## src/rtl/imem_loader_if.sv

```systemverilog
// Byte-stream input and instruction-memory byte write port of the boot loader.
// The host side drives the stream; the loader consumes it and drives the memory.
interface imem_loader_if #(
  parameter int ADDR_W = 10
);
  logic [7:0]        BYTE_IN;
  logic              BYTE_VALID;
  logic              BYTE_READY;
  logic              MEM_WE;
  logic [ADDR_W-1:0] MEM_ADDR;
  logic [7:0]        MEM_WDATA;

  // Host / memory side: supplies bytes, observes the write port.
  modport master (
    output BYTE_IN, BYTE_VALID,
    input  BYTE_READY, MEM_WE, MEM_ADDR, MEM_WDATA
  );

  // Loader side: consumes bytes, drives the write port.
  modport slave (
    input  BYTE_IN, BYTE_VALID,
    output BYTE_READY, MEM_WE, MEM_ADDR, MEM_WDATA
  );
endinterface

```

## src/rtl/imem_loader.sv

```systemverilog
// Boot-time instruction-memory loader: streams 4*LEN_WORDS bytes into
// addresses 0.. in order, then checks an XOR checksum trailer byte.
// The CPU is held at PC 0 for the whole load and after any failure.
module imem_loader #(
  parameter int ADDR_W = 10
) (
  input  logic              CLK,
  input  logic              RESET,
  input  logic              START,
  input  logic [ADDR_W-2:0] LEN_WORDS,
  imem_loader_if.slave      bus,
  output logic              CPU_HOLD,
  output logic              DONE,
  output logic              ERROR
);

  typedef enum logic [2:0] {
    S_IDLE,
    S_LOAD,
    S_CHECK,
    S_DONE,
    S_ERR
  } state_e;

  // Memory capacity in bytes, one bit wider than an address.
  localparam logic [ADDR_W:0] CAP = {1'b1, {ADDR_W{1'b0}}};

  state_e            state_q;
  logic [ADDR_W-2:0] len_q;
  logic [ADDR_W-1:0] ptr_q;
  logic [7:0]        sum_q;
  logic              ready_q;
  logic              we_q;
  logic [ADDR_W-1:0] addr_q;
  logic [7:0]        wdata_q;
  logic              hold_q;
  logic              done_q;
  logic              err_q;

  logic              fire;
  logic              len_ok;
  logic              last_byte;
  logic [ADDR_W:0]   req_bytes;
  logic [ADDR_W:0]   last_idx;

  // Handshake and length decode; ready is registered so no path from BYTE_VALID.
  // NOTE: every always_comb output gets a default first so no latch can be inferred.
  always_comb begin
    fire      = 1'b0;
    req_bytes = '0;
    len_ok    = 1'b0;
    last_idx  = '0;
    last_byte = 1'b0;
    fire      = bus.BYTE_VALID & ready_q;
    req_bytes = {LEN_WORDS, 2'b00};
    len_ok    = (LEN_WORDS != '0) && (req_bytes <= CAP);
    last_idx  = {len_q, 2'b00} - {{ADDR_W{1'b0}}, 1'b1};
    last_byte = (ptr_q == last_idx[ADDR_W-1:0]);
  end

  // Loader FSM with all outputs registered.
  // NOTE: sequential state uses non-blocking assignments so every register
  // samples pre-edge values, independent of statement order.
  always_ff @(posedge CLK) begin
    if (RESET) begin
      state_q <= S_IDLE;
      len_q   <= '0;
      ptr_q   <= '0;
      sum_q   <= '0;
      ready_q <= 1'b0;
      we_q    <= 1'b0;
      addr_q  <= '0;
      wdata_q <= '0;
      hold_q  <= 1'b0;
      done_q  <= 1'b0;
      err_q   <= 1'b0;
    end else begin
      we_q <= 1'b0;
      unique case (state_q)
        S_IDLE, S_DONE, S_ERR: begin
          if (START) begin
            done_q <= 1'b0;
            err_q  <= 1'b0;
            if (len_ok) begin
              state_q <= S_LOAD;
              len_q   <= LEN_WORDS;
              ptr_q   <= '0;
              sum_q   <= '0;
              ready_q <= 1'b1;
              hold_q  <= 1'b1;
            end else begin
              state_q <= S_ERR;
              ready_q <= 1'b0;
              hold_q  <= 1'b1;
              err_q   <= 1'b1;
            end
          end
        end
        S_LOAD: begin
          if (fire) begin
            we_q    <= 1'b1;
            addr_q  <= ptr_q;
            wdata_q <= bus.BYTE_IN;
            sum_q   <= sum_q ^ bus.BYTE_IN;
            // Pointer stops at the last index so it never exceeds the memory.
            if (last_byte) begin
              state_q <= S_CHECK;
            end else begin
              ptr_q <= ptr_q + 1'b1;
            end
          end
        end
        S_CHECK: begin
          if (fire) begin
            ready_q <= 1'b0;
            if (bus.BYTE_IN == sum_q) begin
              state_q <= S_DONE;
              done_q  <= 1'b1;
              hold_q  <= 1'b0;
            end else begin
              state_q <= S_ERR;
              err_q   <= 1'b1;
            end
          end
        end
        default: begin
          state_q <= S_IDLE;
          ready_q <= 1'b0;
          hold_q  <= 1'b0;
        end
      endcase
    end
  end

  assign bus.BYTE_READY = ready_q;
  assign bus.MEM_WE     = we_q;
  assign bus.MEM_ADDR   = addr_q;
  assign bus.MEM_WDATA  = wdata_q;
  assign CPU_HOLD       = hold_q;
  assign DONE           = done_q;
  assign ERROR          = err_q;

endmodule

```

## src/flat_wrapper.sv

```systemverilog
// flat-port wrapper written by rule: the top's interface ports become plain ports
module imem_loader_flat 
#(
  parameter int ADDR_W = 10
)
  (CLK, RESET, START, LEN_WORDS, CPU_HOLD, DONE, ERROR, bus_BYTE_IN, bus_BYTE_VALID, bus_BYTE_READY, bus_MEM_WE, bus_MEM_ADDR, bus_MEM_WDATA);
  imem_loader_if #(.ADDR_W(ADDR_W)) bus_i ();
  input  logic CLK;
  input  logic RESET;
  input  logic START;
  input  logic [ADDR_W-2:0] LEN_WORDS;
  output logic CPU_HOLD;
  output logic DONE;
  output logic ERROR;
  input wire logic [$bits(bus_i.BYTE_IN)-1:0] bus_BYTE_IN;
  input wire logic [$bits(bus_i.BYTE_VALID)-1:0] bus_BYTE_VALID;
  output wire logic [$bits(bus_i.BYTE_READY)-1:0] bus_BYTE_READY;
  output wire logic [$bits(bus_i.MEM_WE)-1:0] bus_MEM_WE;
  output wire logic [$bits(bus_i.MEM_ADDR)-1:0] bus_MEM_ADDR;
  output wire logic [$bits(bus_i.MEM_WDATA)-1:0] bus_MEM_WDATA;
  assign bus_i.BYTE_IN = bus_BYTE_IN;
  assign bus_i.BYTE_VALID = bus_BYTE_VALID;
  assign bus_BYTE_READY = bus_i.BYTE_READY;
  assign bus_MEM_WE = bus_i.MEM_WE;
  assign bus_MEM_ADDR = bus_i.MEM_ADDR;
  assign bus_MEM_WDATA = bus_i.MEM_WDATA;
  imem_loader #(.ADDR_W(ADDR_W)) u_core (.CLK(CLK), .RESET(RESET), .START(START), .LEN_WORDS(LEN_WORDS), .bus(bus_i), .CPU_HOLD(CPU_HOLD), .DONE(DONE), .ERROR(ERROR));
endmodule
```

## config.mk

```make
export PLATFORM = sky130hd
export DESIGN_NAME = imem_loader_flat
export DESIGN_NICKNAME = d
export VERILOG_FILES = /design/src/rtl/imem_loader_if.sv /design/src/rtl/imem_loader.sv /design/src/flat_wrapper.sv
export SDC_FILE = /design/constraint.sdc
export NUM_CORES = 1
export LEC_CHECK = 0
export BUFFER_PORTS_ARGS = -buffer_cell sky130_fd_sc_hd__buf_4
export CORE_ASPECT_RATIO = 0.9
export CORE_MARGIN = 4
export CORE_UTILIZATION = 60
export CTS_CLUSTER_DIAMETER = 80
export CTS_CLUSTER_SIZE = 25
export DETAILED_ROUTE_END_ITERATION = 6
export PLACE_DENSITY = 0.87
export RECOVER_POWER = 100
export SETUP_SLACK_MARGIN = 0.3
export SYNTH_ARGS = -nofsm -noshare
export SYNTH_HDL_FRONTEND = slang
export SYNTH_SLANG_ARGS = --single-unit
```

## constraint.sdc

```tcl
create_clock -name CLK -period 3.2 [get_ports CLK]
set_clock_uncertainty 0.05 [all_clocks]
set_input_delay 0.48 -clock CLK [delete_from_list [all_inputs] [get_ports CLK]]
set_output_delay 0.48 -clock CLK [all_outputs]
set_load 0.03 [all_outputs]
```

; Yosys cells after proc, flatten, opt, wreduce, memory -nomap -nowiden
; Index checks and enable logic that the tools add are counted.
[totals]
register_bits = 52
inputBits = 21
elab_cells = 81
[op_classes]
add_sub_neg = 2
n_lt_le_gt_ge = 1
n_eq_ne = 14
muxes = 34
bitwise_logic = 3
n_reduce_logical = 16
[op_table]
columns = op, n
row1 = $mux 10, 4
row2 = $mux 8, 3
row3 = $pmux 10 s2, 1
row4 = $reduce_and 4->1, 5
row5 = $mux 3, 6
row6 = $pmux 8 s2, 1
row7 = $mux 1, 14
row8 = $le 11x11->1 const B, 1
row9 = $add 10x1->10 const B, 1
row10 = $eq 10x10->1, 1
row11 = $ne 2x1->1 const B, 5
row12 = $sub 10x1->10 const B, 1
row13 = $pmux 3 s3, 1
row14 = $reduce_bool 9->1, 1
row15 = $eq 8x8->1, 1
row16 = $xor 8x8->8, 1
row17 = $eq 3x2->1 const B, 2
row18 = $ne 2x2->1 const B, 3
row19 = $pmux 1 s3, 2
row20 = $reduce_and 3->1, 2
row21 = $reduce_and 5->1, 1
row22 = $pmux 1 s2, 2
row23 = $reduce_bool 2->1, 2
row24 = $eq 3x1->1 const B, 1
row25 = 8 further kinds, 8

; Depth between registers and ports, before layout
[depth]
depth_word = 5
depth_mapped = 11
ltp_nobuf = 9

; Worst setup path before layout
; Ideal clock, no wire load.
[synth_timing]
path_kind = register -> register
startpoint = reg u_core.len_q[0]
endpoint = reg u_core.ptr_q[2]
setup_time_ns = 0.116
arrival_ns = 1.987
t_required_ns = 3.034
path_slack_ns = 1.047
stages_incl_launch_ff = 11
period_less_slack_ns = 2.153
path_cell_list = dfxtp_1 inv_1 ha_1 buf_2 xor2_1 nor2_1 a21oi_1 a2111oi_4 a21oi_2 buf_6 a31o_2
[synth_via]
elab_chain_cells = 4
[synth_rtl]
columns = element, line_no
row1 = from (decl), imem_loader.sv:29  ; logic [ADDR_W-2:0] len_q;
row2 = from (signal assigned), imem_loader.sv:67  ; len_q <= '0;
row3 = from (signal assigned), imem_loader.sv:86  ; len_q <= LEN_WORDS;
row4 = $sub 10x1->10, imem_loader.sv:57  ; last_idx = {len_q, 2'b00} - {{ADDR_W{1'b0}}, 1'b1};
row5 = $eq 10x10->1, imem_loader.sv:58  ; last_byte = (ptr_q == last_idx[ADDR_W-1:0]);
row6 = $ne 2x2->1 (no line), -
row7 = $reduce_and 5->1 (no line), -
row8 = to (signal assigned), imem_loader.sv:109  ; ptr_q <= ptr_q + 1'b1;
row9 = to (decl), imem_loader.sv:30  ; logic [ADDR_W-1:0] ptr_q;
; Every way passes these cells.
; A chain may end at the register's enable or synchronous reset.

; Worst setup path after layout
[layout_timing]
startpoint = reg u_core.state_q[0]
endpoint = reg u_core.ptr_q[3]
[layout_via]
elab_chain_cells = 4
[layout_rtl]
columns = element, line_no
row1 = from (decl), imem_loader.sv:28  ; state_e state_q;
row2 = from (signal assigned), imem_loader.sv:66  ; state_q <= S_IDLE;
row3 = from (signal assigned), imem_loader.sv:85  ; state_q <= S_LOAD;
row4 = from (signal assigned), imem_loader.sv:92  ; state_q <= S_ERR;
row5 = "$eq 3x2->1, or another cell as far along", imem_loader.sv:79  ; unique case (state_q)
row6 = $reduce_or 3->1, imem_loader.sv:79
row7 = "$ne 2x1->1 (no line), or another cell as far along", -
row8 = $reduce_and 5->1 (no line), -
; Parallel ways exist; a longest one is shown, timed or not.

==> metrics.txt <==
critical path arrival=2.82 ns; Yosys reg bits=52; critical-path maximum fanout=11; syn_area_per_cell=8.51 um2; Psw=0.000598 W; Critical Path Sink Type=flip-flop; setup bufs post-CTS=0; final hold violations=0; hpwl dp=3870 um; clock share of power=0.239; Post-synth EDFFs=0; DRT Pass-1 Iters=4; fill count=366; synthesized instance count=302; # IOs=44; post_cts resized=0; fmax=376 MHz; status=complete, no violations; Post-Layout Cell Count=390; Synth area leader=dfxtp_1; NumNets Final=364; Area Growth Syn to Fin=12.3%; Slowest Stage Delay on Critical Path=0.66 ns; fin crit share=0.831; pwr/cell area=574 nW/um2; CP Cell Sequence=and2b_1, a21oi_1, nor4b_4, nor2_1, a21oi_1, a21oi_1, a31o_2; total core area=4100 um2; mapped cell area=2570 um2; die area=5400 um2; post-synth top area share=0.405; CTS tree=yes; Worst setup startpoint=u_core.state_q[0]; Post-synth ARST share=0; worst path required time=3.36 ns; internal power=0.00106 W; Clock Latency Late Sink=0.31 ns; startpoint types=flip-flop; Routed wire per std cell=14.1 um; Most used DFF post-synth=dfxtp_1; Total Power=0.00166 W; sequential area share after synthesis=0.405; count leader, synth=nand2_1; Area contributors post-synth=dfxtp_1 41%, nand2_1 8.5%, a21oi_1 6.8%, nor2_1 5.4%, xor2_1 4.8%; IO Port Bufs=43; Switching Fraction=0.361; top cells by count, synth=58 x nand2_1, 52 x dfxtp_1, 37 x nor2_1, 35 x a21oi_1, 14 x xor2_1; htree depth=2; residual DRC count=0; pre-CTS setup slack=0.716 ns; sum of negative setup slack=0 ns; vias per inst=5.73; Detailed Route WL=5500 um; Final Setup Violations=0; vias in the first global route=2006; PnR worst setup slack=0.540 ns; largest net degree at the start of global routing=40; slowest CP cell=a21oi_1; Post-Syn Nets=325; part of the power in registers=0.456; Leak Pwr=1.06 nW; DRT antenna net count=0; Final Max Tran Viols=0; CTS Sinks=52; worst setup path category=flip-flop to flip-flop; Std-Cell Rows=22; die height=70.1 um; IR Drop Worst-Case VDD=0.466 mV; hold crit path type=input pin to flip-flop; Worst Tran Pin Value=0.974 ns; initial drt markers=164; total CTS buffers=5; Gate power share=0.305; clock root cell=clkbuf_8; Yosys cell types=51; initial core utilization=0.627; RSZ-0062 raised after global routing=no; grt ovf=0; Chip Width=77.0 um; antenna violations before repair=0; dpl cells=382; Max-cap violations=0; cts hold-fix bufs=0; total global-route track usage=0.206; Hold Crit Start=START; Rel. slew slack=0.351; RR Startpoint=u_core.state_q[0]; minimum clock period=2.66 ns; ant diodes=0; Reg clk slew, reported paths=0.09 ns; Clock Path Buffers=2; global-route wire length before repair=9030 um; RD Place Congestion=0.882; layout cells sized above 1=0.129; via count=2233; most used cell, CP=a21oi_1; Warnings, synthesis=0
[per-layer routing]
layer | track usage | vias to the layer above | share of wire
li1 | - | 1112 | -
met1 | 0.268 | 1027 | 0.45
met2 | 0.336 | 82 | 0.46
met3 | 0.0412 | 12 | 0.071
met4 | 0.0810 | 0 | 0.018
met5 | 0 | - | 0
[layout by cell type, fill, tap and decap left out, types with 2 or more instances in the layout]
cell,n
nor4_2,2
dfxtp_1,52
clkbuf_8,6
a31o_2,3
xnor2_1,11
clkbuf_1,25
a31oi_1,2
nand4b_1,2
a21o_1,2
nand3b_1,2
o32ai_1,2
xor2_1,14
nand2_1,58
a2111oi_4,2
a21oi_1,36
inv_1,10
a211oi_1,3
nor3_1,3
o21ai_0,3
ha_1,2
nand4_1,6
and3_1,3
nor4b_2,2
buf_4,21
nor2_1,38
mux2i_1,8
[sequential cells by signal (all words and copies together), names as in the netlist]
name / count
u_core.CPU_HOLD: 1
u_core.DONE: 1
u_core.ERROR: 1
u_core.bus.BYTE_READY: 1
u_core.bus.MEM_ADDR: 10
u_core.bus.MEM_WDATA: 8
u_core.bus.MEM_WE: 1
u_core.len_q: 8
u_core.ptr_q: 10
u_core.state_q: 3
u_core.sum_q: 8
[stage by stage]
step	cell area [um2]	utilization	hold WS, ns
floorplan	2570	-	0.400
global placement	2900	0.706	0.388
detailed placement	2900	0.706	0.394
CTS	2990	0.730	0.347
global route	2890	0.704	0.365
finish	2890	0.704	0.354
[power groups by stage]
stage	combinational, W	sequential (W)	clock [W]
6_report	0.000505	0.000756	0.000395
5_1_grt	0.000560	0.000765	0.000424
4_1_cts	0.000532	0.000755	0.000406
3_5_place_dp	0.000529	0.000769	0
3_3_place_gp	0.000514	0.000766	0
2_1_floorplan	0.000372	0.000796	0
[critical path, delay by kind of cell, from the launching register on]
family	cells	cell delay, ns
AND/OR/NAND/NOR	3	0.79
flip-flops	1	0.46
AO/OA/AOI/OAI	4	1.26
[layout make-up]
cell class              count  area (um2)  share of cell area
repair buffers             46         251              0.0871
clock buffers               6        82.6              0.0286
clock inverters             2        13.8             0.00477
inverters                  10        37.5              0.0130
multi-input cells         226        1400               0.485
flip-flops and latches     52        1040               0.361
well taps                  48        60.1              0.0208
[worst paths after layout]
kind	to	slack [ns]	cells past startpoint
setup / recovery	u_core.ptr_q[3]	0.54	7
setup reg to reg	u_core.ptr_q[3]	0.54	7
hold reg to reg	u_core.bus.MEM_WDATA[6]	0.41	2
hold / removal	u_core.DONE	0.35	2
[logic make-up (layout without fill, tap and decap cells)]
family                     count (synthesis)  count (layout)  share of synthesized area
and+or+nand+nor                          128             128                      0.249
AOI/OAI and AO/OA                         63              63                      0.174
DFF                                       52              52                      0.405
xor gates and xnor gates                  25              25                     0.0852
buffers and inverters                     24              64                     0.0453
muxes                                      8               8                     0.0312
adders and majority gates                  2               2                    0.00974
Power figures use the tool's default switching activity.
